==> src/rtl/alu_sequencer_pkg.sv <==
// Shared opcode and state encodings for the risc-me ALU sequencer.
package alu_sequencer_pkg;

  // Opcodes 0..3 double as ALU mode codes.
  typedef enum logic [2:0] {
    OP_ADD  = 3'd0,
    OP_SUB  = 3'd1,
    OP_AND  = 3'd2,
    OP_OR   = 3'd3,
    OP_LDI  = 3'd4,
    OP_JZ   = 3'd5,
    OP_JC   = 3'd6,
    OP_HALT = 3'd7
  } opcode_e;

  typedef enum logic [2:0] {
    S_FETCH     = 3'd0,
    S_DECODE    = 3'd1,
    S_EXECUTE   = 3'd2,
    S_WRITEBACK = 3'd3,
    S_OPERAND   = 3'd4,
    S_HALT      = 3'd5
  } state_e;

  localparam int         NREGS_DEF    = 4;
  localparam logic [7:0] RESET_PC_DEF = 8'h00;

  function automatic logic is_alu_op(input opcode_e op);
    return (op == OP_ADD) || (op == OP_SUB) || (op == OP_AND) || (op == OP_OR);
  endfunction

endpackage

==> src/rtl/alu_sequencer_regfile.sv <==
// General register file: two operand read ports, one debug read port,
// one synchronous write port, synchronous active-low clear.
module alu_sequencer_regfile #(
  parameter int NREGS = 4
) (
  input  logic       clk,
  input  logic       rst_n,
  input  logic [1:0] ra_a_i,
  input  logic [1:0] ra_b_i,
  input  logic [1:0] ra_dbg_i,
  output logic [7:0] rd_a_o,
  output logic [7:0] rd_b_o,
  output logic [7:0] rd_dbg_o,
  input  logic       we_i,
  input  logic [1:0] waddr_i,
  input  logic [7:0] wdata_i
);

  logic [7:0] regs_q [NREGS];

  always_ff @(posedge clk) begin
    if (!rst_n) begin
      for (int i = 0; i < NREGS; i++) begin
        regs_q[i] <= 8'h00;
      end
    end else if (we_i) begin
      regs_q[waddr_i] <= wdata_i;
    end
  end

  assign rd_a_o   = regs_q[ra_a_i];
  assign rd_b_o   = regs_q[ra_b_i];
  assign rd_dbg_o = regs_q[ra_dbg_i];

endmodule

==> src/rtl/alu_sequencer.sv <==
// Instruction fetch/decode controller driving the external 8-bit ALU and
// writing its registered results back to the register file.
//
// state     | meaning
// FETCH     | latch instruction at pc, pc+1
// DECODE    | ALU op: latch operands/mode; LDI/JZ/JC: to OPERAND; HALT: stop
// EXECUTE   | alu_enable high for this single cycle
// WRITEBACK | rd <= alu_out, capture Z/C
// OPERAND   | consume byte at pc: load rd or conditional jump
// HALT      | frozen until reset
module alu_sequencer
  import alu_sequencer_pkg::*;
#(
  parameter int         NREGS    = NREGS_DEF,
  parameter logic [7:0] RESET_PC = RESET_PC_DEF
) (
  input  logic       clk,
  input  logic       rst_n,
  output logic [7:0] imem_addr,
  input  logic [7:0] imem_data,
  output logic       alu_enable,
  output logic [2:0] alu_mode,
  output logic [7:0] alu_a,
  output logic [7:0] alu_b,
  input  logic [7:0] alu_out,
  input  logic       alu_zero,
  input  logic       alu_carry,
  output logic       halted,
  input  logic [1:0] dbg_sel,
  output logic [7:0] dbg_data
);

  state_e     state_q;
  opcode_e    op_q;
  logic [1:0] rd_q;
  logic [1:0] rs_q;
  logic [7:0] pc_q;
  logic [7:0] pc_d;
  logic       z_q;
  logic       c_q;
  logic       alu_enable_q;
  logic [2:0] alu_mode_q;
  logic [7:0] alu_a_q;
  logic [7:0] alu_b_q;
  logic       halted_q;

  logic [7:0] rf_rd_a;
  logic [7:0] rf_rd_b;
  logic       rf_we;
  logic [1:0] rf_waddr;
  logic [7:0] rf_wdata;
  logic       branch_taken;

  // Instruction bit 4 carries no meaning.
  logic unused_ir_bit;
  assign unused_ir_bit = imem_data[4];

  alu_sequencer_regfile #(
    .NREGS(NREGS)
  ) u_regfile (
    .clk      (clk),
    .rst_n    (rst_n),
    .ra_a_i   (rd_q),
    .ra_b_i   (rs_q),
    .ra_dbg_i (dbg_sel),
    .rd_a_o   (rf_rd_a),
    .rd_b_o   (rf_rd_b),
    .rd_dbg_o (dbg_data),
    .we_i     (rf_we),
    .waddr_i  (rf_waddr),
    .wdata_i  (rf_wdata)
  );

  assign branch_taken = ((op_q == OP_JZ) && z_q) || ((op_q == OP_JC) && c_q);

  always_comb begin
    pc_d = pc_q;
    case (state_q)
      S_FETCH:   pc_d = pc_q + 8'd1;
      S_OPERAND: pc_d = branch_taken ? imem_data : pc_q + 8'd1;
      default:   pc_d = pc_q;
    endcase
  end

  always_comb begin
    rf_we    = 1'b0;
    rf_waddr = rd_q;
    rf_wdata = alu_out;
    if (state_q == S_WRITEBACK) begin
      rf_we = 1'b1;
    end else if ((state_q == S_OPERAND) && (op_q == OP_LDI)) begin
      rf_we    = 1'b1;
      rf_wdata = imem_data;
    end
  end

  always_ff @(posedge clk) begin
    if (!rst_n) begin
      state_q      <= S_FETCH;
      pc_q         <= RESET_PC;
      op_q         <= OP_ADD;
      rd_q         <= 2'd0;
      rs_q         <= 2'd0;
      z_q          <= 1'b0;
      c_q          <= 1'b0;
      alu_enable_q <= 1'b0;
      alu_mode_q   <= 3'd0;
      alu_a_q      <= 8'h00;
      alu_b_q      <= 8'h00;
      halted_q     <= 1'b0;
    end else begin
      pc_q <= pc_d;
      case (state_q)
        S_FETCH: begin
          op_q    <= opcode_e'(imem_data[7:5]);
          rd_q    <= imem_data[3:2];
          rs_q    <= imem_data[1:0];
          state_q <= S_DECODE;
        end
        S_DECODE: begin
          if (is_alu_op(op_q)) begin
            alu_a_q      <= rf_rd_a;
            alu_b_q      <= rf_rd_b;
            alu_mode_q   <= op_q;
            alu_enable_q <= 1'b1;
            state_q      <= S_EXECUTE;
          end else if (op_q == OP_HALT) begin
            halted_q <= 1'b1;
            state_q  <= S_HALT;
          end else begin
            state_q <= S_OPERAND;
          end
        end
        S_EXECUTE: begin
          alu_enable_q <= 1'b0;
          state_q      <= S_WRITEBACK;
        end
        S_WRITEBACK: begin
          // The ALU flags have no reset, so a local copy is kept.
          z_q     <= alu_zero;
          c_q     <= alu_carry;
          state_q <= S_FETCH;
        end
        S_OPERAND: begin
          state_q <= S_FETCH;
        end
        S_HALT: begin
          state_q <= S_HALT;
        end
        default: begin
          alu_enable_q <= 1'b0;
          state_q      <= S_FETCH;
        end
      endcase
    end
  end

  assign imem_addr  = pc_q;
  assign alu_enable = alu_enable_q;
  assign alu_mode   = alu_mode_q;
  assign alu_a      = alu_a_q;
  assign alu_b      = alu_b_q;
  assign halted     = halted_q;

endmodule

==> config.mk <==
export PLATFORM = sky130hd
export DESIGN_NAME = alu_sequencer
export DESIGN_NICKNAME = d
export VERILOG_FILES = /design/src/rtl/alu_sequencer_pkg.sv /design/src/rtl/alu_sequencer_regfile.sv /design/src/rtl/alu_sequencer.sv
export SDC_FILE = /design/constraint.sdc
export NUM_CORES = 1
export LEC_CHECK = 0
export ABC_AREA = 1
export CAP_MARGIN = 20
export CELL_PAD_IN_SITES_DETAIL_PLACEMENT = 0
export CELL_PAD_IN_SITES_GLOBAL_PLACEMENT = 1
export CORE_MARGIN = 2
export CORE_UTILIZATION = 44
export CTS_BUF_LIST = sky130_fd_sc_hd__clkbuf_4
export DETAILED_ROUTE_END_ITERATION = 16
export PLACE_DENSITY = 0.91
export SLEW_MARGIN = 15
export SYNTH_ARGS = -nofsm -noshare
export SYNTH_HDL_FRONTEND = slang
export SYNTH_SLANG_ARGS = --single-unit
==> constraint.sdc <==
create_clock -name clk -period 4.8 [get_ports clk]
set_input_delay 0.96 -clock clk [delete_from_list [all_inputs] [get_ports clk]]
set_output_delay 0.96 -clock clk [all_outputs]
set_load 0.01 [all_outputs]
**Word level (Yosys, flattened, before mapping)**

Memories as Yosys holds them, arrays and structs flattened. A register that Yosys moved wholly into a read port is not among the register bits.
Cells that the tools add are included.

- Add/sub/neg operators: 1
- $mul: 0
- Divide/modulo/power cells: 0
- Order comparisons: 0
- Eq/ne operators: 13
- Shifts and indexed selects: 0
- Mux-type cells: 18
- Bitwise logic cells: 2
- Reductions and logical operators: 17

Operator list:

| cell | count |
|---|---|
| $mux W8 | 4 |
| $eq A3 B3 Y1 const B | 6 |
| $pmux W8 S2 | 1 |
| $eq A3 B2 Y1 const B | 4 |
| $pmux W3 S4 | 1 |
| $mux W1 | 9 |
| $add A8 B1 Y8 const B | 1 |
| $reduce_or A8 Y1 | 1 |
| $eq A3 B1 Y1 const B | 2 |
| $logic_not A3 Y1 | 2 |
| $logic_or A1 B1 Y1 | 4 |
| $reduce_and A2 Y1 | 2 |
| $reduce_or A4 Y1 | 1 |
| $logic_and A1 B1 Y1 | 3 |
| $mux W3 | 1 |
| $reduce_and A3 Y1 | 1 |
| $logic_not A1 Y1 | 2 |
| $mux W2 | 1 |
| $ne A2 B2 Y1 const B | 1 |
| $not A1 Y1 | 2 |
| $pmux W1 S2 | 1 |
| $reduce_bool A2 Y1 | 1 |

- Flip-flop bits (word level): 25
- Bits in latches: 0
- RAM bits: 32
- Bits in read-only memories: 0
- Input bits: 22
- Output and inout port bits: 37
- Logic and storage cells: 62
- Memories kept: 1

Memory list:

| name | depth | bits a word | rd ports | clocked after memory_dff | wr ports | line | source |
|---|---|---|---|---|---|---|---|
| u_regfile.regs_q | 4 | 8 | 3 | 2 | 4 | alu_sequencer_regfile.sv:19 | `logic [7:0] regs_q [NREGS];` |

**Depth between registers and ports, before layout**

Gate-level depths: netlist of run 1.

- Depth after elaboration: 9
- Gate-level depth with buffers: 9
- Gate-level depth less buffers: 9

**Cells and area by module**

A second synthesis of run 1 with hierarchy kept.

- Cell total of the unflattened synthesis: 559
- Area, all modules: 3937.5 µm²

By module, submodules not included:

| module | times used | cells an instance | area an instance (µm²) |
|---|---|---|---|
| alu_sequencer_regfile | 1 | 302 | 2142.1 |
| alu_sequencer | 1 | 257 | 1795.5 |

**Worst setup path before layout of run 1**

OpenSTA, ideal clock, no wires.

- Path kind: input to output
- Start point: input port dbg_sel[0]
- End point: output port dbg_data[6]
- Arrival time: 1.792 ns
- Path slack: 2.048 ns
- Cell stages on the path: 5
- Cell sequence: buf_2 > inv_1 > clkbuf_1 > a21oi_1 > a21oi_1

- Word-level cells in the longest chain between the ends: 1

Ends and longest elaborated chain:

| item | line | source |
|---|---|---|
| start: declaration | alu_sequencer.sv:29 | `input logic [1:0] dbg_sel,` |
| $mem_v2 Z4 W8 | - |  |
| end: declaration | alu_sequencer.sv:30 | `output logic [7:0] dbg_data` |

No other way between the ends.

**Worst setup path after layout of run 1**

- Start point: input port dbg_sel[0]
- End point: output port dbg_data[5]

Same word-level chain as after synthesis.

==> flow_summary.yaml, run 1 <==
clocking:
  clockBufferDepth: 2
  cts_resized: 0
  cts-buffers-inserted: 9
  clk_latency_ps: 430
  clock-sinks: 73
  clock-root-buffer: "clkbuf_4"
  path_clk_slew_ps: 120
  h-tree-depth: 3
  cts_tree: "built"
  cts-hold-fix-buffers: 0
  postCtsSetupBuffers: 0
route:
  antenna_left: 0
  routed_wl_microns: 9544
  first_iter_violations: 253
  routed_via_density: 5.389
  wl_per_cell_microns: 15.65
  routed-via-count: 3287
  drc: 0
  first_pass_iters: 8
floorplanning:
  die_h_microns: 95.17
  placementRows: 33
  core_area_sq_mm: 0.008134
  die-width_microns: 95.17
  initial_core_util: 0.4496
  dieArea_sq_mm: 0.009057
  io_pins: 59
timing:
  fin_skew_ps: 20.20
  hold_slack_ps: 456.6
  drv_slew: 0
  fin_tns_setup_ps: 0
  fin_crit_sh: 0.8281
  fmax_mhz: 251.6
  rsz0062_at_grt: "no"
  timing.final.hold_violations: 0
  slew_headroom: 0.3415
  worstMarginPinSlew_ps: 986.4
  setup_violations: 0
  layout_min_cycle_time_ps: 3975
layout:
  fillers: 795
  multiInputGateArea_sq_mm: 0.001602
  drive_gt1_frac: 0.06931
  syn_to_final_growth_pct: 21.14
  final_nets: 523
  final_core_util: 0.5447
  fin_area_sq_mm: 0.004431
  seq_area_sq_mm: 0.001783
  num_antenna_cells: 0
  layout_common_cells: "65 x nor2_1, 61 x nand2_1, 58 x clkdlybuf4s50_1"
  final_common_cell: "nor2_1"
synth:
  synth_area_leaders: "edfxtp_1 26%, dfxtp_1 22%, a21oi_1 7.8%, o21ai_0 7.7%, nor2_1 6.7%"
  netlist_instances: 457
  avgSynthCellArea_sq_um: 8.003
  ys_seq_area_frac: 0.4872
  syn-num-nets: 480
  synth_top_area_frac: 0.2627
  syn_area_sq_mm: 0.003657
  yosys_warnings: 0
  synth_seq_cells: 73
  yosys.area.top_type: "edfxtp_1"
  synthDistinctLibCells: 28
pwr:
  ir_drop_mv: 0.1641
  p_leak_uw: 0.001702
  finalPower_uw: 1477
  cellPowerDensity_mw_per_mm2: 333.4
critical_path:
  start_kind: "input port"
  cp_max_fo: 24
  cp.arrival_ps: 3020
  critical_path_class: "in -> out"
  critPathCaptureType: "primary output"
  cp.required_ps: 3840
outcome:
  status: "completed"
global_routing:
  grt_pass1_vias: 2968
  groute.usage.overall: 0.2237
  grt_antenna_before_repair: 0
  grt_first_pass_wirelength_microns: 15440
  grt.overflow.total: 0
  grt_max_degree: 37
place:
  placed_area_sq_mm: 0.004259
  place_hpwl_microns: 7043
  numPortBuffers: 58
  gp_congestion: 0.8832
worst_hold_path:
  hp-class: "reg -> reg"
flow_run:
  maxCapViolCount: 0
through the flow:
step                std cells  worst slack, ps
floorplan                 457             2048
global placement          594            877.4
detailed placement        594            820.1
CTS                       610            821.0
global route              610            607.9
finish                    610            824.9
cell usage after synthesis:
cell	count
nor2_1	65
nand2_1	61
a21oi_1	57
o21ai_0	56
inv_1	42
dfxtp_1	41
edfxtp_1	32
o211ai_1	17
a31oi_1	16
clkbuf_1	15
nand3_1	14
buf_2	10
a21oi_2	7
nand2_4	5
nand4_1	5
xor2_1	2
a211oi_1	1
buf_1	1
buf_4	1
clkinv_1	1
ha_1	1
mux2i_1	1
nand2_2	1
nand3b_1	1
nand4_2	1
nor2_2	1
nor2_4	1
nor2_8	1
state kept, by name (all words and copies together), names as in the netlist:
signal	flops
z_q	1
rd_q	2
imem_addr	8
alu_b	8
rs_q	2
c_q	1
op_q	3
u_regfile.regs_q	32
alu_mode	3
alu_a	8
alu_enable	1
halted	1
state_q	3
routing by layer:
layer | global-route usage | vias up | share of wire
met5 | 0 | - | 0
met4 | 0.06522 | 0 | 0.010
met3 | 0.02767 | 7 | 0.047
met2 | 0.3327 | 91 | 0.46
met1 | 0.3399 | 1537 | 0.48
li1 | - | 1652 | -
where the power goes:
part / switching (uW) / internal (uW)
Clock: 232 / 220
Sequential: 66.0 / 695
Combinational: 143 / 122
critical path, stage by stage:
cell and delay [ps]:
clkdlybuf4s50_1 650, inv_1 350, o21ai_0 250, a21oi_1 60, a21oi_1 190, clkdlybuf4s50_1 570
layout make-up:
class                           count  area share
Clock buffer                       10     0.01694
Clock inverter                      6     0.02033
Inverter                           43     0.03643
Multi-Input combinational cell    314      0.3615
Sequential cell                    73      0.4024
Tap cell                          105     0.02965
Timing Repair Buffer               59      0.1327
path summary, 6_finish.rpt:
check	from	cells past startpoint	slack [ps]	to
worst max-delay path	dbg_sel[0]	6	820	dbg_data[5]
worst min-delay path	alu_mode[2]	2	460	alu_mode[2]
worst max register to register	state_q[1]	9	2400	u_regfile.regs_q[2][6]
worst min register to register	alu_mode[2]	2	460	alu_mode[2]
kinds of logic (layout without fill, tap and decap cells):
group / count (synthesis) / count (layout) / share of synthesized area
flip-flops: 73 / 73 / 0.4872
multiplexers: 1 / 1 / 0.002737
XOR/XNOR: 2 / 2 / 0.004790
buffers and inverters: 70 / 118 / 0.07629
adder cells (fa/ha/maj): 1 / 1 / 0.003421
AND/OR/NAND/NOR: 156 / 156 / 0.1899
AO/OA/AOI/OAI: 154 / 154 / 0.2357
Note: power is estimated with default switching activity, not from simulation.
==> run 2, diff against run 1 <==
CORE_UTILIZATION = 37   (was 44)
PLACE_DENSITY = 0.81   (was 0.91)
clock period = 3.25 ns   (was 4.8 ns; I/O delays follow)
==> flow_summary.yaml, run 2 (same netlist as run 1, synthesis figures left out) <==
place:
  place_ws_ps: 216.7
  place_hpwl_microns: 7370
  gp_congestion: 0.8678
  numPortBuffers: 58
  dp.cells: 627
route:
  routed-via-count: 3285
  routed_wl_microns: 9930
  drc: 0
  antenna_left: 0
  first_pass_iters: 5
  first_iter_violations: 206
  routed_via_density: 5.101
  wl_per_cell_microns: 15.42
global_routing:
  grt.overflow.total: 0
  grt_antenna_before_repair: 1
  grt_max_degree: 37
  grt_pass1_vias: 2895
  groute.usage.overall: 0.1988
  grt_first_pass_wirelength_microns: 15900
layout:
  syn_to_final_growth_pct: 22.31
  top_register: "u_regfile.regs_q"
  drive_gt1_frac: 0.07451
  final_common_cell: "nor2_1"
  fillers: 956
  final_nets: 528
  finalNonFillerCells: 644
  layout_common_cells: "65 x nor2_1, 61 x nand2_1, 58 x clkdlybuf4s50_1"
  largest_reg_flops: 32
clocking:
  clock-root-buffer: "clkbuf_4"
  cts-buffers-inserted: 9
  clk_latency_ps: 430
  cts-hold-fix-buffers: 0
  postCtsSetupBuffers: 0
  cts_tree: "built"
  cts_resized: 0
  path_clk_slew_ps: 120
  h-tree-depth: 3
  clockBufferDepth: 2
  clock-sinks: 73
floorplanning:
  initial_core_util: 0.3776
  dieArea_sq_mm: 0.01070
  io_pins: 59
  core_area_sq_mm: 0.009684
  die_h_microns: 103.4
  placementRows: 36
  die-width_microns: 103.4
timing:
  slew_headroom: 0.3609
  drv_slew: 0
  setup_slack_ps: 207.8
  timing.final.hold_violations: 0
  fin_crit_sh: 0.9361
  fin_skew_ps: 21.95
  setup_violations: 0
  rsz0062_at_grt: "no"
  fmax_mhz: 328.7
  hold_slack_ps: 440.0
  worstMarginPinSlew_ps: 957.4
  layout_min_cycle_time_ps: 3042
  fin_tns_setup_ps: 0
critical_path:
  critical_path_class: "in -> out"
  critPathSlowestCell: "clkdlybuf4s50_1"
  cp.arrival_ps: 2390
  start_kind: "input port"
  cpPeakStageDelay_ps: 560
  critPathCaptureType: "primary output"
  crit_chain: "clkdlybuf4s50_1, inv_1, buf_4, a21oi_1, a21oi_1, clkdlybuf4s50_1"
  cp_max_fo: 15
  cp.required_ps: 2600
worst_hold_path:
  hp-class: "reg -> reg"
pwr:
  cellPowerDensity_mw_per_mm2: 470.9
  p_leak_uw: 0.001717
  ir_drop_mv: 0.1881
outcome:
  status: "completed"
flow_run:
  maxCapViolCount: 0
run 2: final cells by class:
| class | instances | area (sq um) | share of cell area |
|---|---|---|---|
| Sequential cell | 73 | 1782 | 0.3983 |
| Clock inverter | 5 | 56.30 | 0.01259 |
| Antenna cell | 1 | 2.502 | 0.0005594 |
| Inverter | 43 | 161.4 | 0.03608 |
| Multi-Input combinational cell | 314 | 1597 | 0.3569 |
| Timing Repair Buffer | 64 | 625.6 | 0.1399 |
| Tap cell | 133 | 166.4 | 0.03720 |
| Clock buffer | 11 | 82.58 | 0.01846 |
run 2: metrics by stage:
stage	utilization	total power [uW]	area [sq um]
after CTS	0.4616	2115	4471
after detailed placement	0.4473	1545	4332
after global routing	0.4619	2212	4473
after global placement	0.4473	1537	4332
after floorplan	-	1357	3657
final	0.4619	2106	4473
run 2: worst paths after layout:
path                                  start                     end  slack (ps)  depth (start not counted)
worst max-delay path             dbg_sel[0]             dbg_data[2]         210                          6
worst min register to register  alu_mode[2]             alu_mode[2]         440                          2
worst max register to register   state_q[1]  u_regfile.regs_q[2][5]         870                          9
worst min-delay path            alu_mode[2]             alu_mode[2]         440                          2
run 2: metal layers:
layer | vias to the layer above | GRT usage | routed length (microns)
li1 | 1659 | - | -
met1 | 1509 | 0.3076 | 5068
met5 | - | 0 | 0
met2 | 110 | 0.2754 | 4159
met3 | 7 | 0.04368 | 628
met4 | 0 | 0.05769 | 73
run 2: power breakdown:
part           switching (uW)  internal [uW]
clock network             333            251
logic                     230            185
registers                81.1           1030
run 2: critical path: cells and delay by family:
family | cells | cell delay [ps]
buf+inv | 4 | 1500
compound gates | 2 | 230
==> run 3, diff against run 2 <==
PLACE_DENSITY = 0.84   (was 0.81)
SLEW_MARGIN = 20   (was 15)
==> flow_summary.yaml, run 3 (same netlist as run 1, synthesis figures left out) <==
floorplanning:
  io_pins: 59
  die_h_microns: 103.4
  die-width_microns: 103.4
  dieArea_sq_mm: 0.01070
  initial_core_util: 0.3776
  placementRows: 36
  core_area_sq_mm: 0.009684
place:
  place_hpwl_microns: 7273
  dp.cells: 625
  numPortBuffers: 58
  gp_congestion: 0.8514
critical_path:
  critical_path_class: "in -> out"
  crit_chain: "clkdlybuf4s50_1, inv_1, o21ai_0, a21oi_1, a21oi_1, clkdlybuf4s50_1"
  start_kind: "input port"
  cpPeakStageDelay_ps: 570
  critPathSlowestCell: "clkdlybuf4s50_1"
  cp.arrival_ps: 2440
  cp.required_ps: 2600
  critPathCaptureType: "primary output"
  cp_max_fo: 24
  r2r_cells: 9
  cp_num_cells: 6
  cp_num_buf_inv: 3
  cp_top_family: "buffers and inverters"
layout:
  final_nets: 526
  num_antenna_cells: 0
  finalNonFillerCells: 640
  top_register: "u_regfile.regs_q"
  final_core_util: 0.4614
  largest_reg_flops: 32
  drive_gt1_frac: 0.06903
  syn_to_final_growth_pct: 22.17
  fillers: 972
  final_common_cell: "nor2_1"
  layout_common_cells: "65 x nor2_1, 61 x nand2_1, 58 x clkdlybuf4s50_1"
route:
  routed_wl_microns: 9831
  drc: 0
  routed-via-count: 3246
  first_pass_iters: 5
  wl_per_cell_microns: 15.36
  first_iter_violations: 210
  antenna_left: 0
  routed_via_density: 5.072
timing:
  fin_tns_setup_ps: 0
  hold_slack_ps: 443.6
  fin_crit_sh: 0.9514
  layout_min_cycle_time_ps: 3092
  slew_headroom: 0.3557
  rsz0062_at_grt: "no"
  timing.final.hold_violations: 0
  setup_violations: 0
  fin_skew_ps: 9.803
  drv_slew: 0
  fmax_mhz: 323.4
  worstMarginPinSlew_ps: 965.1
global_routing:
  groute.usage.overall: 0.1919
  grt_antenna_before_repair: 0
  grt.overflow.total: 0
  grt_max_degree: 37
  grt_first_pass_wirelength_microns: 15320
  grt_pass1_vias: 2885
flow_run:
  maxCapViolCount: 0
clocking:
  cts_resized: 0
  clockBufferDepth: 2
  cts-buffers-inserted: 9
  clock-root-buffer: "clkbuf_4"
  cts-hold-fix-buffers: 0
  cts_tree: "built"
  clk_latency_ps: 410
  clock-sinks: 73
  postCtsSetupBuffers: 0
  path_clk_slew_ps: 110
  h-tree-depth: 3
pwr:
  p_leak_uw: 0.001713
  ir_drop_mv: 0.2371
  cellPowerDensity_mw_per_mm2: 482.0
outcome:
  status: "completed"
worst_hold_path:
  hp-class: "reg -> reg"
  worstHoldPathCells: 2
-- run 3: changes by cell type in the layout (fill, tap and decap cells not counted) --
cell,previous run,this run
diode_2,1,0
clkinv_4,2,0
bufinv_16,1,2
buf_4,6,4
-- run 3: worst reg2reg max path: stages (launching register included) --
cell,delay [ps]
dfxtp_1,350
inv_1,80
nand2_1,280
nor2_4,290
nand2_4,190
nand2_4,130
nand2_4,120
nor2_8,140
nand2_4,100
nand2_1,350
-- run 3: worst paths after layout --
check	from	endpoint	slack, ps
min	alu_mode[2]	alu_mode[2]	440
max reg2reg	state_q[1]	u_regfile.regs_q[2][1]	900
min reg2reg	alu_mode[2]	alu_mode[2]	440
max	dbg_sel[0]	dbg_data[2]	160
-- run 3: routing by layer --
metal	routed length (microns)	GRT usage	up-vias
li1	-	-	1657
met1	4753	0.2909	1486
met2	4298	0.2779	89
met3	613	0.02218	14
met4	165	0.07591	0
met5	0	0	-
-- run 3: stage by stage --
step	worst slack [ps]	total power, uW	area (sq um)
2_1_floorplan	1118	1357	3657
3_3_place_gp	209.5	1533	4317
3_5_place_dp	189.1	1539	4317
4_1_cts	184.1	2168	4468
5_1_grt	35.82	2266	4468
6_report	158.1	2154	4468
-- run 3: area by class of cell --
class                   count  area [sq um]  area share
clock buffers              11         82.58     0.01848
clock inverters             4         68.82     0.01540
inverters                  43         161.4     0.03612
multi-input cells         314          1597      0.3573
flip-flops and latches     73          1782      0.3988
well taps                 133         166.4     0.03724
repair buffers             62         610.6      0.1367
-- run 3: power breakdown --
part,leakage (uW),switching [uW],internal (uW)
clock,0.0000844,312,322
sequential,0.000667,79.0,1030
combinational,0.000962,231,184
